**src/rtl/carry_bypass_adder_if.sv**
```systemverilog
`default_nettype none
// ============================================================================
// Module      : carry_bypass_adder_if
// Description : Operand/result bundle for the carry-bypass adder. The
//               master drives A, B and Cin and receives F and Cout; the
//               slave (the adder) does the opposite.
// Revision    : 1.0 - initial release
// ============================================================================
interface carry_bypass_adder_if #(
  parameter int WIDTH = 32
);
  logic [WIDTH-1:0] A;
  logic [WIDTH-1:0] B;
  logic             Cin;
  logic [WIDTH-1:0] F;
  logic             Cout;

  modport master (
    output A,
    output B,
    output Cin,
    input  F,
    input  Cout
  );

  modport slave (
    input  A,
    input  B,
    input  Cin,
    output F,
    output Cout
  );
endinterface
`default_nettype wire

```
**src/rtl/carry_bypass_adder.sv**
```systemverilog
`default_nettype none
// ============================================================================
// Module      : carry_bypass_adder
// Description : WIDTH-bit adder built from BLOCK-bit ripple blocks with a
//               per-block carry bypass. {Cout, F} = A + B + Cin, registered
//               once (one-cycle latency, one operation per clock). Only the
//               outputs are flip-flops; the operands are used combinationally.
//               WIDTH must be an integer multiple of BLOCK.
// Revision    : 1.0 - initial release
// ============================================================================
module carry_bypass_adder #(
  parameter int WIDTH = 32,
  parameter int BLOCK = 4
) (
  input  wire                   clk,
  input  wire                   rst,
  carry_bypass_adder_if.slave   bus
);

  localparam int c_NUM_BLK = WIDTH / BLOCK;

  logic [WIDTH-1:0] w_p;
  logic [WIDTH-1:0] w_g;
  logic [WIDTH-1:0] w_sum;
  logic             w_cout;

  logic [WIDTH-1:0] r_f;
  logic             r_cout;

  assign w_p = bus.A ^ bus.B;
  assign w_g = bus.A & bus.B;

  // Block-wise ripple add; each block's carry-out bypasses to its carry-in
  // when every bit in the block propagates. Both paths give the same value,
  // the bypass only shortens the critical path.
  always_comb begin
    logic w_carry;
    logic w_blk_cin;
    logic w_ripple;
    logic w_blk_p;
    w_sum     = '0;
    w_carry   = bus.Cin;
    w_blk_cin = 1'b0;
    w_ripple  = 1'b0;
    w_blk_p   = 1'b0;
    for (int k = 0; k < c_NUM_BLK; k++) begin
      w_blk_cin = w_carry;
      w_ripple  = w_carry;
      w_blk_p   = 1'b1;
      for (int j = 0; j < BLOCK; j++) begin
        w_sum[k*BLOCK + j] = w_p[k*BLOCK + j] ^ w_ripple;
        w_ripple           = w_g[k*BLOCK + j] | (w_p[k*BLOCK + j] & w_ripple);
        w_blk_p            = w_blk_p & w_p[k*BLOCK + j];
      end
      w_carry = w_blk_p ? w_blk_cin : w_ripple;
    end
    w_cout = w_carry;
  end

  // Output register: reset wins over the sum captured at the same edge.
  always_ff @(posedge clk) begin
    if (rst) begin
      r_f    <= '0;
      r_cout <= 1'b0;
    end else begin
      r_f    <= w_sum;
      r_cout <= w_cout;
    end
  end

  assign bus.F    = r_f;
  assign bus.Cout = r_cout;

endmodule
`default_nettype wire

```
**src/flat_wrapper.sv**
```systemverilog
// flat-port wrapper written by rule: the top's interface ports become plain ports
module carry_bypass_adder_flat 
#(
  parameter int WIDTH = 32,
  parameter int BLOCK = 4
)
  (clk, rst, bus_A, bus_B, bus_Cin, bus_F, bus_Cout);
  carry_bypass_adder_if #(.WIDTH(WIDTH)) bus_i ();
  input  wire clk;
  input  wire rst;
  input wire logic [$bits(bus_i.A)-1:0] bus_A;
  input wire logic [$bits(bus_i.B)-1:0] bus_B;
  input wire logic [$bits(bus_i.Cin)-1:0] bus_Cin;
  output wire logic [$bits(bus_i.F)-1:0] bus_F;
  output wire logic [$bits(bus_i.Cout)-1:0] bus_Cout;
  assign bus_i.A = bus_A;
  assign bus_i.B = bus_B;
  assign bus_i.Cin = bus_Cin;
  assign bus_F = bus_i.F;
  assign bus_Cout = bus_i.Cout;
  carry_bypass_adder #(.WIDTH(WIDTH), .BLOCK(BLOCK)) u_core (.clk(clk), .rst(rst), .bus(bus_i));
endmodule
```
**config.mk**
```make
export PLATFORM = sky130hd
export DESIGN_NAME = carry_bypass_adder_flat
export DESIGN_NICKNAME = d
export VERILOG_FILES = /design/src/rtl/carry_bypass_adder_if.sv /design/src/rtl/carry_bypass_adder.sv /design/src/flat_wrapper.sv
export SDC_FILE = /design/constraint.sdc
export NUM_CORES = 1
export LEC_CHECK = 0
export BUFFER_PORTS_ARGS = -buffer_cell sky130_fd_sc_hd__buf_2
export CORE_MARGIN = 5
export CORE_UTILIZATION = 42
export CTS_CLUSTER_DIAMETER = 30
export DETAILED_ROUTE_END_ITERATION = 6
export PLACE_DENSITY = 0.76
export SYNTH_ARGS = -nofsm -noshare
export SYNTH_HDL_FRONTEND = slang
export SYNTH_SLANG_ARGS = --single-unit
```
**constraint.sdc**
```tcl
create_clock -name clk -period 17.3 [get_ports clk]
set_input_delay 2.595 -clock clk [delete_from_list [all_inputs] [get_ports clk]]
set_output_delay 2.595 -clock clk [all_outputs]
set_load 0.05 [all_outputs]
```
* Yosys cells after proc, flatten, opt, wreduce, memory -nomap -nowiden
Cells that the tools add are included.
Word-level totals: input bits 67, flip-flop bits (word level) 33, logic and storage cells 132
Cells by class: mux-type cells 8, bitwise gates (word level) 122
Operators with widths (count):
- $and A1 B1 Y1 | 56
- $and A32 B32 Y32 | 1
- $or A1 B1 Y1 | 32
- $xor A1 B1 Y1 | 32
- $xor A32 B32 Y32 | 1
- $mux W1 | 8

* Longest topological paths before layout
word-level depth 73, mapped depth 50, depth with buffers taken out 50

* Least setup slack after synthesis
OpenSTA, ideal clock, no wires.
path type in2reg, from in bus_Cin, to reg u_core.r_f[31], in the netlist u_core.bus.F[31], buffers on the path 0, data required time 17.233 ns, cell stages on the path 49, slack 0.987 ns, arrival 16.247 ns, library setup time 0.067 ns, cell sequence inv_1 -> fa_1 -> inv_1 -> fa_1 -> fa_1 -> fa_1 -> mux2i_1 -> inv_1 -> fa_1 -> fa_1 -> fa_1 -> fa_1 -> nor2_1 -> a21oi_1 -> fa_1 -> fa_1 -> fa_1 -> fa_1 -> (+13 left out) -> fa_1 -> fa_1 -> fa_1 -> nand2_1 -> o21ai_0 -> nand2b_1 -> fa_1 -> fa_1 -> fa_1 -> fa_1 -> nor2b_1 -> a21oi_1 -> fa_1 -> fa_1 -> fa_1 -> inv_1 -> fa_1 -> nor2_1
On the way: cells in the longest elaborated chain, start to end 70
RTL lines:
- from (decl) | RTL line flat_wrapper.sv:13 | input wire logic [$bits(bus_i.Cin)-1:0] bus_Cin;
- $and A1 B1 Y1 | RTL line carry_bypass_adder.sv:52 | w_ripple = w_g[k*BLOCK + j] | (w_p[k*BLOCK + j] & w_ripple);
- $or A1 B1 Y1 | RTL line carry_bypass_adder.sv:52
- $and A1 B1 Y1 | RTL line carry_bypass_adder.sv:52
- $or A1 B1 Y1 | RTL line carry_bypass_adder.sv:52
- $and A1 B1 Y1 | RTL line carry_bypass_adder.sv:52
- $or A1 B1 Y1 | RTL line carry_bypass_adder.sv:52
- $and A1 B1 Y1 | RTL line carry_bypass_adder.sv:52
- $or A1 B1 Y1 | RTL line carry_bypass_adder.sv:52
- (+54 left out)
- $mux W1 * | RTL line carry_bypass_adder.sv:55 | w_carry = w_blk_p ? w_blk_cin : w_ripple;
- $and A1 B1 Y1 * | RTL line carry_bypass_adder.sv:52
- $or A1 B1 Y1 * | RTL line carry_bypass_adder.sv:52
- $and A1 B1 Y1 * | RTL line carry_bypass_adder.sv:52
- $or A1 B1 Y1 * | RTL line carry_bypass_adder.sv:52
- $and A1 B1 Y1 * | RTL line carry_bypass_adder.sv:52
- $or A1 B1 Y1 * | RTL line carry_bypass_adder.sv:52
- $xor A1 B1 Y1 * | RTL line carry_bypass_adder.sv:51 | w_sum[k*BLOCK + j] = w_p[k*BLOCK + j] ^ w_ripple;
- to (signal assigned) | RTL line carry_bypass_adder.sv:66 | r_f <= w_sum;
- to (decl) | RTL line carry_bypass_adder.sv:27 | logic [WIDTH-1:0] r_f;
Mark *: on every way between the ends. The rest lies on a longest branch, timed or not. A chain may end at the register's enable or synchronous reset.

* Worst setup path in the final report
Same ends and word-level chain as after synthesis.

==> results.md <==
* Fill cells at 439
* Clock buffer depth at 2
* Final core utilization at 0.582
* Synth top area cells: dfxtp_1, fa_1, ha_1, nor2b_1, nand4_1
* Crit. End Element: flop
* Total track usage at 0.149
* CORE AREA at 4820 sq um
* Met3 Wirelength at 330 microns
* Post-synth cell types at 21
* CTS root buf: clkbuf_8
* Area post-placement at 2690 sq um
* Antenna violations before repair at 0
* Vias at 1,520
* Post-synthesis area per instance at 12.5 sq um
* Clock slew at reported path FFs at 0.07 ns
* Hpwl dp at 3970 microns
* Rel. slew slack at 0.589
* # DRC at 0
* Post-Syn Nets at 301
* Setup ws final at 0.637 ns
* Leading area contributor after synthesis: dfxtp_1
* CTS tree: yes
* Gpl congestion at 0.728
* Min-Delay Path Class: primary input to flop
* Max layer used: met4
* Via/cell ratio at 4.44
* Number of cells on the critical path at 50
* Register bit total from synthesis at 33
* Critical path startpoint category: primary input
* Slowest-stage cell, CP: fa_1
* Worst slew pin tran at 0.617 ns
* Yosys warning count at 0
* Share of the synthesized area in the top cell type at 0.311
* Ant. Diodes at 0
* Status: finished clean
* Layout Area Growth over Synthesis at 31.8%
* Boundary pin count at 100
* GR Overflow Total at 0
* Iteration-0 DRC Markers at 26
* Vias in the first global route at 1,645
* Largest delay contributor family on the critical path: adder cells
* Final ANT Viol Nets at 0
* Tmin final at 16.66 ns
* Reg area at 661 sq um
* CP bufs+invs at 5
* CP dominant cell by count: fa_1
* Multi-input combinational cell area at 1440 sq um
* DR pass1 iterations at 3
* Max-slew violation count at 0
* WL met1 at 1710 microns
* Hold path cells at 3
* Max Fclk at 60.0 MHz
* RSZ-0062 raised after global routing: no
* Worst VDD drop at 0.0282 mV
* Pwr Density at 85.6 nW/um^2
* Die X at 81.1 microns
* Post-synthesis sequential area ratio at 0.311
* Critical path class: primary input to flop
* DP Worst Slack at -0.0669 ns
* Endpoints failing setup at 0
* Worst Path Max Fanout at 3
* Max-cap violations at 0
* Final setup TNS at 0 ns
* DIE HEIGHT at 81.1 microns
* Final Cycle Share at 0.963
* Port bufs at 99
* Worst EP required at 17.50 ns
* Htree depth at 2
* Leak at 1.40 nW
* Met2 WL at 2480 microns
* Final wirelength at 4580 microns
* Fin nets at 405
* WL per Instance at 13.4 microns
* Pin count of the biggest net entering global routing at 34
* Cells after Synth at 170
* Starting Density at 0.441
* Design area at 2800 sq um
* Cell Area, Synth at 2130 sq um
* Sink Count at 33
* Fraction of layout cells with a size suffix above 1 at 0.415
* Max incr delay on CP at 0.41 ns
* Row count at 25
* Worst Path Arrival at 16.87 ns
* Clock buffer count from CTS at 5
* Worst hold slack at 2.70 ns
* Fin. Hold Viols at 0
* First-pass GRT wire length at 7310 microns
* Die area at 6580 sq um
-- layout by cell type (no fill, tap or decap) --
master,n
a211oi_1,1
clkbuf_8,5
o221ai_1,1
nor3b_1,1
ha_1,32
nor2_1,5
buf_4,1
fa_2,4
nand2_1,4
dfxtp_1,33
a21oi_1,3
nor3_1,1
clkinv_2,2
o22a_1,1
nand2b_1,2
nor2b_1,31
and4_1,2
o21ai_2,1
buf_2,99
nand4_1,6
inv_1,8
clkbuf_1,1
mux2i_2,1
a211o_1,1
mux2_2,1
fa_1,28
-- cell families (layout without fill, tap and decap cells) --
group | Yosys count | count (layout) | synth area share
compound gates | 8 | 8 | 0.0253
fa+ha+maj | 64 | 64 | 0.490
buf+inv | 11 | 116 | 0.0194
flops | 33 | 33 | 0.311
mux | 2 | 2 | 0.0100
simple gates | 52 | 52 | 0.145
-- stage by stage --
stage	total power, mW	cells
after floorplan	0.155	170
after global placement	0.183	333
after detailed placement	0.186	333
after CTS	0.242	341
after global routing	0.257	342
final	0.240	342
-- final cells by class --
type,count,share of cell area
clock buffers,6,0.0259
multi-input cells,126,0.515
repair buffers,100,0.180
clock inverters,2,0.00357
flip-flops and latches,33,0.236
inverters,8,0.0107
well taps,67,0.0299
-- Yosys cell counts (all sizes together) --
master	number
dfxtp	33
fa	32
ha	32
nor2b	31
inv	8
nand4	6
nor2	5
nand2	4
a21oi	3
clkbuf	3
and4	2
nand2b	2
a211o	1
a211oi	1
mux2	1
mux2i	1
nor3	1
nor3b	1
o21ai	1
o221ai	1
o22a	1
-- layer usage --
metal,up-vias,track usage
met4,0,0.0608
met1,716,0.161
met3,7,0.0388
met2,52,0.274
li1,745,-
met5,-,0
-- flip-flops by register name, summed over array words and instances, names as in the netlist --
name	flops
u_core.bus.F	32
u_core.bus.Cout	1
-- timing repair --
action                     in CTS  in global routing
setup buffers                   0                  1
resized for setup               0                  7
setup endpoints to repair       0                  3
hold buffers                    0                  0
hold endpoints to repair        0                  0
-- path summary, 6_finish.rpt --
| kind | from | end |
|---|---|---|
| max | bus_Cin | u_core.bus.F[31]$_SDFF_PP0_ |
| min | bus_A[1] | u_core.bus.F[1]$_SDFF_PP0_ |
-- report_power, final --
group          total [mW]  switching, mW  internal, mW
clock              0.0550         0.0271        0.0278
combinational      0.0959         0.0644        0.0315
sequential         0.0889        0.00234        0.0865
total               0.240         0.0939         0.146
(Power assumes the default switching activity.)
